File: config.mk
export PLATFORM = sky130hd
export DESIGN_NAME = llki_pp_param
export DESIGN_NICKNAME = d
export VERILOG_FILES = /design/src/rtl/llki_pp_param.sv
export SDC_FILE = /design/constraint.sdc
export NUM_CORES = 2
export LEC_CHECK = 0
export BUFFER_PORTS_ARGS = -buffer_cell sky130_fd_sc_hd__buf_2
export CORE_ASPECT_RATIO = 0.5
export CORE_UTILIZATION = 61
export DETAILED_ROUTE_END_ITERATION = 12
export HOLD_SLACK_MARGIN = 0.12
export PLACE_DENSITY_LB_ADDON = 0.08
export SYNTH_ARGS = -nofsm -noshare
export SYNTH_HDL_FRONTEND = slang
export SYNTH_SLANG_ARGS = --single-unit
File: constraint.sdc
create_clock -name clk -period 28.2 [get_ports clk]
set_clock_uncertainty 0.1 [all_clocks]
set_input_delay 2.82 -clock clk [delete_from_list [all_inputs] [get_ports clk]]
set_output_delay 2.82 -clock clk [all_outputs]
set_load 0.005 [all_outputs]
File: src/rtl/llki_pp_param.sv
// LLKI protocol processor: a TL-UL slave that collects one UDP-framed LLKI
// packet into a buffer, validates it (checksum, destination, length, command)
// and then drives the key-load or key-clear handshake towards a single core.
module llki_pp_param #(
  parameter logic [15:0] MY_ID          = 16'd0,
  parameter int          MAX_KEY_WORDS  = 8,
  parameter int          SRC_W          = 8,
  parameter logic [31:0] BASE_ADDR      = 32'h0,
  parameter int          TIMEOUT_CYCLES = 1024
) (
  input  logic             clk,
  input  logic             rst,
  input  logic             a_valid,
  output logic             a_ready,
  input  logic [2:0]       a_opcode,
  input  logic [2:0]       a_size,
  input  logic [SRC_W-1:0] a_source,
  input  logic [31:0]      a_address,
  input  logic [7:0]       a_mask,
  input  logic [63:0]      a_data,
  output logic             d_valid,
  input  logic             d_ready,
  output logic [2:0]       d_opcode,
  output logic [2:0]       d_size,
  output logic [SRC_W-1:0] d_source,
  output logic [63:0]      d_data,
  output logic             d_denied,
  output logic [63:0]      key_data,
  output logic             key_valid,
  input  logic             key_ready,
  input  logic             key_complete,
  output logic             clear_key,
  input  logic             clear_key_ack
);
  localparam int DEPTH = MAX_KEY_WORDS + 2;
  localparam int PW    = $clog2(DEPTH + 1);
  localparam int TW    = $clog2(TIMEOUT_CYCLES + 1);

  localparam logic [2:0] OP_PUTF = 3'd0;
  localparam logic [2:0] OP_GET  = 3'd4;
  localparam logic [2:0] OP_ACK  = 3'd0;
  localparam logic [2:0] OP_ACKD = 3'd1;

  localparam logic [7:0] CMD_LOAD   = 8'h01;
  localparam logic [7:0] CMD_CLEAR  = 8'h02;
  localparam logic [7:0] CMD_STATUS = 8'h03;

  localparam logic [2:0] S_IDLE       = 3'd0;
  localparam logic [2:0] S_CHECK      = 3'd1;
  localparam logic [2:0] S_LOAD_ISSUE = 3'd2;
  localparam logic [2:0] S_LOAD_WAIT  = 3'd3;
  localparam logic [2:0] S_CLEAR_WAIT = 3'd4;

  logic [63:0]   buf_q [DEPTH];
  logic [PW-1:0] wrp, key_id, kidx;
  logic [31:0]   csum;
  logic [2:0]    state;
  logic          done, err, ovf, hdr_chk;
  logic [3:0]    err_code, chk_code;
  logic [TW-1:0] tmo;

  // Request decode. The mask carries no information for full 8-byte puts.
  logic        accept, legal, is_get, is_put, push_req, push_ok, push_drop, abort;
  logic [31:0] off;
  logic        unused_mask;
  assign unused_mask = ^a_mask;
  assign accept    = a_valid & a_ready;
  assign off       = a_address - BASE_ADDR;
  assign is_get    = (a_opcode == OP_GET);
  assign is_put    = (a_opcode == OP_PUTF);
  assign legal     = ((off == 32'h0) || (off == 32'h8)) && (a_size == 3'd3) && (is_get || is_put);
  assign push_req  = accept && legal && is_put && (off == 32'h0);
  assign abort     = accept && legal && is_put && (off == 32'h8);
  assign push_ok   = push_req && (state == S_IDLE) && (wrp != PW'(DEPTH));
  assign push_drop = push_req && !push_ok;

  // Header fields straight out of the buffer.
  logic [15:0] len, dst;
  logic [12:0] nw;
  logic [7:0]  cmd, ksz;
  logic        len_bad, pkt_done, key_last, tmo_hit;
  assign len      = buf_q[0][31:16];
  assign dst      = buf_q[0][47:32];
  assign nw       = len[15:3];
  assign cmd      = buf_q[1][63:56];
  assign ksz      = buf_q[1][55:48];
  assign len_bad  = (len[2:0] != 3'd0) || (nw < 13'd2) || (nw > 13'(DEPTH));
  assign pkt_done = (wrp >= PW'(2)) && (13'(wrp) == nw);
  assign key_last = (8'(key_id) == ksz - 8'd1);
  assign tmo_hit  = (tmo == TW'(TIMEOUT_CYCLES - 1));

  // One's-complement fold of the running 32-bit sum.
  logic [31:0] hsum;
  logic [16:0] f1;
  logic [15:0] fold;
  assign hsum = 32'(a_data[15:0]) + 32'(a_data[31:16]) + 32'(a_data[47:32]) + 32'(a_data[63:48]);
  assign f1   = 17'(csum[15:0]) + 17'(csum[31:16]);
  assign fold = f1[15:0] + 16'(f1[16]);

  // Packet validation: first failing rule wins.
  always_comb begin
    chk_code = 4'd0;
    if (fold != 16'hFFFF)                                  chk_code = 4'd1;
    else if (dst != MY_ID)                                 chk_code = 4'd2;
    else if (cmd == CMD_LOAD && (ksz == 8'd0 || 13'(ksz) != nw - 13'd2)) chk_code = 4'd3;
    else if (cmd != CMD_LOAD && cmd != CMD_CLEAR && cmd != CMD_STATUS)   chk_code = 4'd4;
  end

  logic [63:0] status;
  assign status = {44'd0, ovf, state, 8'(wrp), err_code, key_complete, key_ready, err, done};

  // Key words are presented continuously; the strobe is the single ISSUE cycle.
  assign kidx      = key_id + PW'(2);
  assign key_data  = buf_q[kidx];
  assign key_valid = (state == S_LOAD_ISSUE);

  // TL A/D handshake: single outstanding request, response held until taken.
  always_ff @(posedge clk or posedge rst) begin
    if (rst) begin
      a_ready  <= 1'b1;
      d_valid  <= 1'b0;
      d_opcode <= '0;
      d_size   <= '0;
      d_source <= '0;
      d_data   <= '0;
      d_denied <= 1'b0;
    end else if (accept) begin
      a_ready  <= 1'b0;
      d_valid  <= 1'b1;
      d_opcode <= is_get ? OP_ACKD : OP_ACK;
      d_size   <= a_size;
      d_source <= a_source;
      d_data   <= (is_get && legal) ? status : '0;
      d_denied <= !legal;
    end else if (d_valid && d_ready) begin
      d_valid <= 1'b0;
      a_ready <= 1'b1;
    end
  end

  // Packet buffer, checksum, status flags and the protocol FSM.
  always_ff @(posedge clk or posedge rst) begin
    if (rst) begin
      for (int i = 0; i < DEPTH; i++) buf_q[i] <= '0;
      wrp       <= '0;
      csum      <= '0;
      state     <= S_IDLE;
      done      <= 1'b0;
      err       <= 1'b0;
      err_code  <= '0;
      ovf       <= 1'b0;
      hdr_chk   <= 1'b0;
      key_id    <= '0;
      tmo       <= '0;
      clear_key <= 1'b0;
    end else begin
      hdr_chk   <= 1'b0;
      clear_key <= 1'b0;
      if (abort) begin
        state    <= S_IDLE;
        wrp      <= '0;
        csum     <= '0;
        done     <= 1'b0;
        err      <= 1'b0;
        err_code <= '0;
        ovf      <= 1'b0;
      end else begin
        if (push_drop) ovf <= 1'b1;
        if (push_ok) begin
          buf_q[wrp] <= a_data;
          wrp        <= wrp + 1'b1;
          csum       <= ((wrp == '0) ? 32'd0 : csum) + hsum;
          hdr_chk    <= (wrp == '0);
          if (wrp == '0) begin
            done     <= 1'b0;
            err      <= 1'b0;
            err_code <= '0;
            ovf      <= 1'b0;
          end
        end
        case (state)
          S_IDLE: begin
            if (hdr_chk && len_bad) begin
              err_code <= 4'd3; err <= 1'b1; done <= 1'b1; wrp <= '0;
            end else if (pkt_done) begin
              state <= S_CHECK;
            end
          end
          S_CHECK: begin
            if (chk_code != 4'd0) begin
              err_code <= chk_code; err <= 1'b1; done <= 1'b1; wrp <= '0;
              state    <= S_IDLE;
            end else if (cmd == CMD_LOAD) begin
              key_id <= '0;
              state  <= S_LOAD_ISSUE;
            end else if (cmd == CMD_CLEAR) begin
              clear_key <= 1'b1;
              tmo       <= '0;
              state     <= S_CLEAR_WAIT;
            end else begin
              done  <= 1'b1; wrp <= '0;
              state <= S_IDLE;
            end
          end
          S_LOAD_ISSUE: begin
            tmo   <= '0;
            state <= S_LOAD_WAIT;
          end
          S_LOAD_WAIT: begin
            // tmo==0 marks the first wait cycle, where key_ready is not trusted.
            if (tmo != '0 && key_ready) begin
              if (key_last) begin
                done <= 1'b1; wrp <= '0; state <= S_IDLE;
              end else begin
                key_id <= key_id + 1'b1;
                state  <= S_LOAD_ISSUE;
              end
            end else if (tmo_hit) begin
              err_code <= 4'd6; err <= 1'b1; done <= 1'b1; wrp <= '0; state <= S_IDLE;
            end else begin
              tmo <= tmo + 1'b1;
            end
          end
          S_CLEAR_WAIT: begin
            if (clear_key_ack) begin
              done <= 1'b1; wrp <= '0; state <= S_IDLE;
            end else if (tmo_hit) begin
              err_code <= 4'd6; err <= 1'b1; done <= 1'b1; wrp <= '0; state <= S_IDLE;
            end else begin
              tmo <= tmo + 1'b1;
            end
          end
          default: state <= S_IDLE;
        endcase
      end
    end
  end
endmodule

==> impl_metrics.py <==
metrics = {
    "place": {
        "pre_cts_slack_ns": 20.20,
        "routabilityCongestion": 0.930,
        "port-buffer-count": 213,
        "place_area_um2": 39200,
        "post-dp-hpwl_mm": 63.1,
    },
    "clocking": {
        "cts_buffers": 61,
        "root_buffer": "clkbuf_16",
        "cts_setup_buffers": 0,
        "postCtsResizedCells": 0,
        "clk_path_buf_depth": 3,
        "hold_buffers": 0,
        "clk_latency_ns": 0.64,
        "clk_pin_slew_ns": 0.07,
        "h-tree-depth": 2,
        "cts.sinks": 734,
        "cts_tree": "built",
    },
    "timing": {
        "holdWs_ns": 0.366,
        "timing.slew.headroom_pct": 20.1,
        "rsz0062_at_grt": "no",
        "setup_tns_ns": 0,
        "worst_pin_slew_ns": 1.20,
        "setup_violations": 0,
        "period_needed_ns": 7.72,
        "fin_ws_ns": 20.48,
        "max_freq_ghz": 0.130,
        "hold_viol": 0,
        "min_period_over_period_pct": 27.4,
        "final_max_slew_viol_count": 0,
    },
    "layout": {
        "regArea_um2": 18400,
        "final_nets": 3389,
        "drive_above_1_share_pct": 34.0,
        "postLayoutCellArea_um2": 41300,
        "fillCellCount": 4535,
        "area_delta_synth_final_pct": 8.56,
        "multi_input_area_um2": 18300,
    },
    "routing": {
        "drt_iter0_drc": 2449,
        "wl_per_cell_um": 24.6,
        "via_per_inst": 6.35,
        "wl_mm": 99.4,
        "vias": 25700,
        "ant_nets": 0,
        "drtPass1Iterations": 6,
        "drc_errors": 0,
    },
    "worst_setup_path": {
        "r2r_start": "csum[0]",
        "worstSetupEndpoint": "key_data[31]",
        "startpoint_type": "flop",
        "crit_fanout": 52,
        "r2r_setup_slack_ns": 22.81,
        "r2r_cells": 20,
        "worstSetupStartpoint": "key_id[1]",
        "critPathArrivalTime_ns": 4.80,
        "path_class": "flop to output pin",
        "worstPathRequired_ns": 25.28,
        "endpoint_kind": "output pin",
        "r2r_end": "tmo[0]",
    },
    "floorplanning": {
        "num_io_pins": 272,
        "die_w_um": 355,
        "dieArea_um2": 63400,
        "num_rows": 64,
        "coreArea_um2": 61300,
        "initial_utilization_pct": 62.0,
        "die_h_um": 179,
    },
    "yosys": {
        "yosys_warnings": 0,
        "synth_top_area_share_pct": 48.3,
        "syn_inst": 3092,
        "synthMuxAreaShare_pct": 26.8,
        "synth_edf_count": 0,
        "synth_area_leaders": "dfrtp_1 48%, mux2_2 17%, mux4_2 7.6%",
        "synth_top_family_by_area": "multiplexers",
        "yosysTopAreaCell": "dfrtp_1",
        "ys_seq_area_share_pct": 48.3,
        "synth_fa_ha_area_share_pct": 4.24,
        "syn_area_um2": 38000,
        "synth_ff_type": "dfrtp_1",
        "synth_compound_area_share_pct": 6.78,
        "synthSimpleGateAreaFrac_pct": 8.45,
        "synth.distinct_cells": 85,
        "postSynthAreaPerCell_um2": 12.3,
        "synthArstFlopShare_pct": 100,
        "ys_ff_latch": 734,
        "yosys.area_share.xor_xnor_pct": 1.06,
    },
    "global_route": {
        "grtUsageTotal_pct": 32.0,
        "busiest_layer": "met1",
        "antenna_found_initial": 5,
        "grt-ovfl-total": 0,
        "grt_max_degree": 176,
        "globalRouteMet3Util_pct": 6.49,
        "grt_pass1_wl_mm": 154,
        "use_met1_pct": 48.3,
        "grt_use_met2_pct": 47.8,
        "grt_pass1_vias": 25300,
    },
    "job": {
        "max-cap-violations": 0,
    },
    "hold_path": {
        "worstHoldPathType": "flop to flop",
    },
    "outcome": {
        "status": "finished, final reports clean",
    },
    "pwr": {
        "powerDensity_nw_per_um2": 52.0,
        "total_power_mw": 2.15,
        "p_leak_nw": 20.0,
        "ir_drop_mv": 0.0520,
    },
}
## worst max-delay path: stages (launching register included)
cell and delay, ns:
dfrtp_4 0.88, ha_2 0.36, xnor2_2 0.12, buf_4 0.39, buf_4 0.61, buf_4 0.66, a21oi_1 0.12, o21ai_0 0.65
buf_2 0.24
## area by class of cell
type / count / share of cell area, %
antenna: 4 / 0.0243
clock buffer: 93 / 4.35
clock inverter: 19 / 0.646
inverter: 41 / 0.391
multi-input combinational: 2079 / 44.3
sequential: 734 / 44.5
tap: 825 / 2.50
timing repair buffer: 247 / 3.26
## per-layer routing
| layer | up-vias | wire [um] |
|---|---|---|
| li1 | 11200 | - |
| met1 | 13400 | 45600 |
| met2 | 906 | 44100 |
| met3 | 135 | 7760 |
| met4 | 0 | 2020 |
| met5 | - | 0 |
## through the flow
step,utilization [%],std cells
final,67.3,4042
after global routing,67.3,4042
after CTS,67.2,4038
after detailed placement,63.9,3926
after global placement,63.9,3926
after floorplan,-,3141
## logic make-up (layout without fill, tap and decap cells)
family / count (synthesis) / count (layout)
XOR/XNOR: 46 / 46
AO/OA/AOI/OAI: 411 / 411
flip-flops: 734 / 734
buffers and inverters: 328 / 400
AND/OR/NAND/NOR: 688 / 688
multiplexers: 784 / 784
adder cells (fa/ha/maj): 100 / 100
other: 1 / 54
## power breakdown
group	switching, mW	internal, mW	leakage (nW)
combinational	0.123	0.0726	8.84
sequential	0.00457	1.06	10.2
clock	0.399	0.486	1.00
## how the worst min path moves through the flow
stage | startpoint | slack, ns | cells past startpoint | endpoint
after floorplan | buf_q[576] | 0.33 | 2 | buf_q[576]
after global placement | buf_q[631] | 0.34 | 2 | buf_q[631]
after detailed placement | buf_q[631] | 0.35 | 2 | buf_q[631]
after CTS | buf_q[631] | 0.37 | 2 | buf_q[631]
after global routing | buf_q[578] | 0.39 | 2 | buf_q[578]
final | buf_q[584] | 0.37 | 2 | buf_q[584]
## synth_stat cells, types with 17 or more instances
library cell / count
a21o_1: 22
a21oi_1: 124
a22o_1: 25
and2_1: 30
and3_1: 17
buf_1: 26
buf_2: 18
buf_4: 100
clkbuf_1: 129
dfrtp_1: 733
fa_1: 48
ha_1: 52
inv_1: 41
mux2_2: 576
mux2i_1: 67
mux4_2: 128
nand2_1: 339
nand3_1: 34
nor2_1: 76
nor3_1: 89
nor4_1: 24
o21ai_0: 133
xnor2_1: 29
xor2_1: 17
## cell usage in the layout (no fill, tap or decap), types with 61 or more instances in the layout
| master | n |
|---|---|
| a21oi_1 | 124 |
| dfrtp_1 | 731 |
| o21ai_0 | 132 |
| nand2_1 | 333 |
| buf_2 | 213 |
| nor3_1 | 89 |
| mux2i_1 | 67 |
| mux4_2 | 128 |
| mux2_2 | 576 |
| nor2_1 | 76 |
| clkbuf_16 | 61 |
## registers in the layout, indices dropped and copies added (netlist names), 3 cells and up
register / cells
d_data: 16
csum: 32
tmo: 11
state: 3
buf_q: 640
err_code: 4
key_id: 4
wrp: 4
d_size: 3
d_source: 8
Power figures use the tool's default switching activity.
